==> config.mk <==
export PLATFORM = sky130hd
export DESIGN_NAME = i2c_target_rx
export DESIGN_NICKNAME = d
export VERILOG_FILES = /design/src/rtl/i2c_target_rx.sv
export SDC_FILE = /design/constraint.sdc
export NUM_CORES = 1
export LEC_CHECK = 0
export CAP_MARGIN = 0
export CORE_MARGIN = 2
export CORE_UTILIZATION = 45
export CTS_BUF_LIST = sky130_fd_sc_hd__clkbuf_8 sky130_fd_sc_hd__clkbuf_16
export DETAILED_ROUTE_END_ITERATION = 10
export PLACE_DENSITY = 0.71
export SYNTH_ARGS = -nofsm -noshare
export SYNTH_HDL_FRONTEND = slang
export SYNTH_SLANG_ARGS = --single-unit
==> constraint.sdc <==
create_clock -name clk -period 3.3 [get_ports clk]
set_input_delay 0.99 -clock clk [delete_from_list [all_inputs] [get_ports clk]]
set_output_delay 0.99 -clock clk [all_outputs]
set_load 0.01 [all_outputs]
==> src/rtl/i2c_target_rx.sv <==
// Write-only I2C target receiver with address match, ACK and clock stretching.
// Received bytes leave on a valid/ready handshake; SCL is held low when full.
`timescale 1ns/1ps
module i2c_target_rx #(
  parameter logic [6:0] TARGET_ADDR = 7'h50
) (
  input  logic       clk,
  input  logic       rst,
  input  logic       scl_in,
  input  logic       sda_in,
  output logic       scl_oe,
  output logic       sda_oe,
  output logic [7:0] rx_data,
  output logic       rx_valid,
  input  logic       rx_ready,
  output logic       busy,
  output logic       stop_det
);

  typedef enum logic [2:0] {
    IDLE, ADDR, ADDR_ACK, DATA, DATA_ACK, STRETCH, IGNORE
  } state_t;

  state_t      state, state_n;
  logic        scl_s1, scl_s2, scl_d;
  logic        sda_s1, sda_s2, sda_d;
  logic [3:0]  cnt, cnt_n;
  logic [7:0]  shift, shift_n;
  logic [7:0]  rx_data_n;
  logic        rx_valid_n;
  logic        sda_oe_n, scl_oe_n, stop_det_n;

  logic        scl_rise, scl_fall, scl_hi;
  logic        start_c, stop_c;
  logic [7:0]  shift_in;

  // Pad synchronizers plus edge register; idle-high reset avoids false events.
  always_ff @(posedge clk or posedge rst) begin
    if (rst) begin
      scl_s1 <= 1'b1;
      scl_s2 <= 1'b1;
      scl_d  <= 1'b1;
      sda_s1 <= 1'b1;
      sda_s2 <= 1'b1;
      sda_d  <= 1'b1;
    end else begin
      scl_s1 <= scl_in;
      scl_s2 <= scl_s1;
      scl_d  <= scl_s2;
      sda_s1 <= sda_in;
      sda_s2 <= sda_s1;
      sda_d  <= sda_s2;
    end
  end

  // SCL must be stably high so our own SCL release next to an ACK
  // pull-down is never taken for a START.
  assign scl_rise = scl_s2 & ~scl_d;
  assign scl_fall = ~scl_s2 & scl_d;
  assign scl_hi   = scl_s2 & scl_d;
  assign start_c  = scl_hi & ~sda_s2 & sda_d;
  assign stop_c   = scl_hi & sda_s2 & ~sda_d;
  assign shift_in = {shift[6:0], sda_s2};
  assign busy     = (state != IDLE) && (state != IGNORE);

  // State and datapath registers.
  always_ff @(posedge clk or posedge rst) begin
    if (rst) begin
      state    <= IDLE;
      cnt      <= 4'd0;
      shift    <= 8'h00;
      rx_data  <= 8'h00;
      rx_valid <= 1'b0;
      sda_oe   <= 1'b0;
      scl_oe   <= 1'b0;
      stop_det <= 1'b0;
    end else begin
      state    <= state_n;
      cnt      <= cnt_n;
      shift    <= shift_n;
      rx_data  <= rx_data_n;
      rx_valid <= rx_valid_n;
      sda_oe   <= sda_oe_n;
      scl_oe   <= scl_oe_n;
      stop_det <= stop_det_n;
    end
  end

  // Next-state, bit capture, ACK/stretch control and byte handoff.
  always_comb begin
    state_n    = state;
    cnt_n      = cnt;
    shift_n    = shift;
    rx_data_n  = rx_data;
    rx_valid_n = rx_valid;
    sda_oe_n   = sda_oe;
    scl_oe_n   = scl_oe;
    stop_det_n = 1'b0;

    if (rx_valid && rx_ready)
      rx_valid_n = 1'b0;

    if (stop_c) begin
      state_n    = IDLE;
      cnt_n      = 4'd0;
      shift_n    = 8'h00;
      sda_oe_n   = 1'b0;
      scl_oe_n   = 1'b0;
      stop_det_n = 1'b1;
    end else if (start_c) begin
      state_n  = ADDR;
      cnt_n    = 4'd0;
      shift_n  = 8'h00;
      sda_oe_n = 1'b0;
      scl_oe_n = 1'b0;
    end else begin
      unique case (state)
        IDLE, IGNORE: begin
        end
        ADDR: begin
          if (scl_rise) begin
            shift_n = shift_in;
            cnt_n   = cnt + 4'd1;
            if (cnt == 4'd7) begin
              cnt_n = 4'd0;
              if (shift_in[7:1] == TARGET_ADDR && !shift_in[0])
                state_n = ADDR_ACK;
              else
                state_n = IGNORE;
            end
          end
        end
        ADDR_ACK: begin
          if (scl_fall) begin
            if (!sda_oe) begin
              sda_oe_n = 1'b1;
            end else begin
              sda_oe_n = 1'b0;
              state_n  = DATA;
              cnt_n    = 4'd0;
            end
          end
        end
        DATA: begin
          if (scl_rise && cnt < 4'd8) begin
            shift_n = shift_in;
            cnt_n   = cnt + 4'd1;
          end else if (scl_fall && cnt == 4'd8) begin
            cnt_n = 4'd0;
            if (!rx_valid) begin
              rx_data_n  = shift;
              rx_valid_n = 1'b1;
              sda_oe_n   = 1'b1;
              state_n    = DATA_ACK;
            end else begin
              scl_oe_n = 1'b1;
              state_n  = STRETCH;
            end
          end
        end
        STRETCH: begin
          if (!rx_valid) begin
            rx_data_n  = shift;
            rx_valid_n = 1'b1;
            sda_oe_n   = 1'b1;
            scl_oe_n   = 1'b0;
            state_n    = DATA_ACK;
          end
        end
        DATA_ACK: begin
          if (scl_fall) begin
            sda_oe_n = 1'b0;
            state_n  = DATA;
          end
        end
        default: state_n = IDLE;
      endcase
    end
  end

endmodule
## Word level (Yosys, flattened, before mapping)

Cells that the tools add are included.

- Memory bits (read-only): 0
- Logic and storage cells: 128
- Bits in registers: 33
- Memory bits (writable): 0
- Memories kept: 0
- Bits in latches: 0
- Bits of input ports: 5

- Reductions and logical operators: 20
- Div/mod/pow operators: 0
- Shift operators: 0
- Mux-type cells: 55
- Bitwise operators: 13
- $add $sub $neg: 1
- Magnitude comparators: 1
- Equal/unequal tests: 24
- $mul: 0

Operators with widths:

| operator | count |
|---|---|
| 2-to-1 mux 8 bit | 7 |
| inequality test 4 bit, second input constant | 10 |
| 2-to-1 mux 3 bit | 11 |
| 2-to-1 mux 4 bit | 8 |
| one-hot mux 8 bit (2 select lines) | 2 |
| 2-to-1 mux 1 bit | 22 |
| AND reduction 5 bit | 4 |
| one-hot mux 3 bit (6 select lines) | 1 |
| one-hot mux 4 bit (3 select lines) | 1 |
| equality test 3 bit, second input constant | 3 |
| AND reduction 9 bit | 1 |
| nonzero test 4 bit | 2 |
| AND 1 bit | 7 |
| equality test 7 bit, second input constant | 1 |
| equality test 3 x 2 -> 1 bit, second input constant | 2 |
| inequality test 3 bit, second input constant | 2 |
| inverter 1 bit | 6 |
| nonzero test 6 bit | 1 |
| logical AND 1 bit | 5 |
| inequality test 5 bit, second input constant | 1 |
| nonzero test 5 bit | 1 |
| adder 4 x 1 -> 4 bit, second input constant | 1 |
| equality test 4 x 3 -> 1 bit, second input constant | 1 |
| equality test 4 bit, second input constant | 1 |
| other kinds (11) | 13 |

## Depth between registers and ports, before layout

- Depth after elaboration: 8
- Gate-level depth with buffers: 8
- Depth with buffers taken out: 7

## Worst setup path after synthesis

OpenSTA, ideal clock, no wires.

- Path kind: reg-to-output
- Start: reg state[1]
- End: out busy
- Setup slack: 1.253 ns
- Data required time: 2.310 ns
- Cell stages (with the launch flop): 4
- Data arrival time: 1.057 ns
- Cell sequence: dfrtp_1 > nor2b_1 > clkbuf_1 > or3_1

- Longest elaborated chain between the ends: 2
- Elaborated cells on any way between the ends: 3
- Classes of those cells: eq/ne (1); reduce/logical (2)

RTL lines:

| item | RTL line | text |
|---|---|---|
| start: declaration | 24 | `state_t state, state_n;` |
| start signal: assignment | 78 | `state <= state_n;` |
| inequality test 3 bit / nonzero test 3 bit (equally long branches) | 64 | `assign busy = (state != IDLE) && (state != IGNORE);` |
| logical AND 1 bit (*) | 64 |  |
| end: declaration | 16 | `output logic busy,` |

Mark *: on every way between the ends. The rest lies on a longest branch, timed or not.

## Final worst setup path

Ends and elaborated chain as after synthesis.

==> results.md <==
* Cells after DPL at 211
* Gpl congestion at 0.813
* EDFF count, synth at 0
* Synthesis Warnings at 0
* Worst-Margin Slew at 0.755 ns
* Clock network power share at 0.260
* H-tree Lvls at 2
* Syn Nets at 162
* Synth top area cells: dfrtp_1 42%, dfstp_2 9.7%, mux2_1 5.5%
* FF/Latch Area at 833 sq um
* Worst-path fanout max at 14
* CORE AREA at 3420 sq um
* CTS tree: yes
* HP Class: flip-flop to flip-flop
* Max VDD drop at 0.374 mV
* Comb pwr share at 0.327
* Ports at 18
* Setup violations, final at 0
* Initial antenna violation count at 0
* CP Class: flip-flop to primary output
* Number of buffers created by CTS at 5
* Leak Pwr at 0.880 nW
* Nets at 179
* Drt drc at 0
* Vias in the first global route at 1219
* Clock Skew at 0.00440 ns
* Critical-path top delay cell: dfrtp_1
* Max-cap violations at 0
* Bufs and invs on worst path at 1
* Die area at 4110 sq um
* Post-DR vias/cell at 5.66
* Req. time, crit path at 2.31 ns
* Layout area overhead at 19.1%
* Pwr dens at 757 nW/um^2
* Critical path cell sequence: nor2b_1 -> or3_1 -> clkdlybuf4s50_1
* Post-route ant nets at 0
* Arrival @ worst endpoint at 2.01 ns
* Dominant synthesized flop cell: dfrtp_1
* Synth cell types at 41
* Initial Util at 0.476
* Post_cts resized at 0
* Rows at 21
* Clock Sinks at 33
* Post-Layout Cell Count at 219
* Synthesized cell area at 1630 sq um
* Routed WL at 3150 um
* Net Sw Frac at 0.340
* Clk Latency, worst-skew pair at 0.28 ns
* Avg Cell Area, Syn at 10.5 sq um
* Layout cell share with drive strength beyond 1 at 0.0983
* Max Transition Viols Final at 0
* Net switching power at 0.499 mW
* Cell taking the most area after synthesis: dfrtp_1
* Overflow after GRT at 0
* Status: finished clean
* First DRT Iteration DRCs at 85
* Largest net degree at the start of global routing at 34
* Fmax at 334 MHz
* Final instance area at 1940 sq um
* Global-route wire length before repair at 5710 um
* Footprint of the multi-input gates at 707 sq um
* Synth async-reset ratio at 1.00
* Die Ht at 64.1 um
* Synthesized flop and latch total at 33
* Total Power at 1.47 mW
* Post-CTS Setup Inserts at 0
* RSZ-0062 raised after global routing: false
* Setup TNS at 0 ns
* Commonest cells post-synth: 27 x dfrtp_1, 12 x nor2_1, 10 x a21oi_1, 10 x inv_1, 8 x mux2_1
* Crit path largest cell delay at 0.59 ns
* Drt wl/cell at 14.4 um
* Cell-internal power at 0.967 mW
* Seq pwr share at 0.413
* Worst Setup End Kind: primary output
* DIE WIDTH at 64.1 um
* Post-DP Area at 1820 sq um
* Post-synthesis cell count at 155
* Layout fillers at 303
* Clock-pin slew on the worst setup and hold paths at 0.07 ns
* DP Wirelength at 2130 um
* CTS Root Cell: clkbuf_8
* Clk buf depth at 2
* Post-synth top area share at 0.415
* Minimum clock period at 3.00 ns
* Startpoint Class: flip-flop
* CP top delay family: simple AND/OR/NAND/NOR gates
* ANT cells at 0
* Most frequent cell after synthesis: dfrtp_1
* Hold Violations, Final at 0
* Post-synthesis sequential area ratio at 0.512
* CTS Hold Bufs at 0
* Tcrit/Tclk final at 0.908
* Slew headroom at 0.494
* Vias at 1240
* Drt pass-1 iters at 4
* Gr usage total at 0.179
* IO buf count at 17
-- path summary, 6_finish.rpt --
kind	cells past startpoint	from	slack, ns	to
worst max-delay path	3	state[1]	0.30	busy
worst min-delay path	0	scl_s1	0.36	scl_s2
worst max register to register	4	state[1]	0.99	rx_data[0]
worst min register to register	0	scl_s1	0.36	scl_s2
max in group asynchronous	3	rst	1.88	sda_s1
min in group asynchronous	3	rst	1.09	rx_data[1]
-- cell families (layout without fill, tap and decap cells) --
logic type,Yosys count,after routing,share of synthesized area
AO/OA/AOI/OAI,40,40,0.172
XOR/XNOR,2,2,0.0108
adder cells (fa/ha/maj),2,2,0.0154
buffers and inverters,19,37,0.0531
flip-flops,33,33,0.512
multiplexers,15,15,0.0985
AND/OR/NAND/NOR,44,44,0.138
-- layout by cell type, fill, tap and decap left out, types with 2 or more instances in the layout --
master	n
ha_1	2
buf_4	2
a21oi_1	10
a211o_1	2
o22ai_1	3
a211oi_1	2
clkbuf_8	6
clkdlybuf4s50_1	17
nand3_1	6
nand2_1	7
dfstp_2	6
nor4_1	2
or3_1	2
inv_1	11
nor3_1	5
mux2i_1	7
nand2b_1	3
o21ai_0	7
mux2_1	8
nand3b_1	2
dfrtp_1	27
o31ai_1	2
nor2_1	12
o21ai_1	2
a311oi_1	2
-- metal layers --
layer / vias up / part of all wire / track usage
li1: 591 / - / -
met1: 613 / 0.46 / 0.241
met2: 33 / 0.48 / 0.283
met3: 3 / 0.045 / 0.0493
met4: 0 / 0.012 / 0.0559
met5: - / 0 / 0
-- power by group through the flow --
stage | Clock, mW | Combinational [mW] | Sequential (mW)
after floorplan | 0 | 0.372 | 0.560
after global placement | 0 | 0.471 | 0.603
after detailed placement | 0 | 0.479 | 0.609
after CTS | 0.393 | 0.482 | 0.603
after global routing | 0.412 | 0.542 | 0.621
final | 0.382 | 0.479 | 0.606
-- worst register-to-register path, stage by stage, from the launching register on --
cell     delay (ns)
dfrtp_1        0.59
nor2b_1        0.44
a21oi_1        0.14
nor3_2         0.63
mux2_1         0.39
-- layout make-up --
class | instances | share of cell area
inverter | 10 | 0.0194
tap | 46 | 0.0297
timing repair buffer | 19 | 0.0956
multi-input combinational | 103 | 0.365
clock buffer | 6 | 0.0426
sequential | 33 | 0.430
clock inverter | 2 | 0.0174
-- state kept, by name (all words and copies together), names as in the netlist --
name      count
scl_oe        1
rx_data       8
state         3
scl_d         1
sda_s2        1
sda_s1        1
scl_s2        1
sda_d         1
sda_oe        1
rx_valid      1
scl_s1        1
stop_det      1
shift         8
cnt           4
-- stage by stage --
step	hold slack, ns	setup slack, ns	utilization
floorplan	0.345	1.25	-
global placement	0.345	0.671	0.533
detailed placement	0.347	0.606	0.533
CTS	0.357	0.302	0.567
global route	0.364	0.182	0.567
finish	0.356	0.303	0.567
Power figures use the tool's default switching activity.
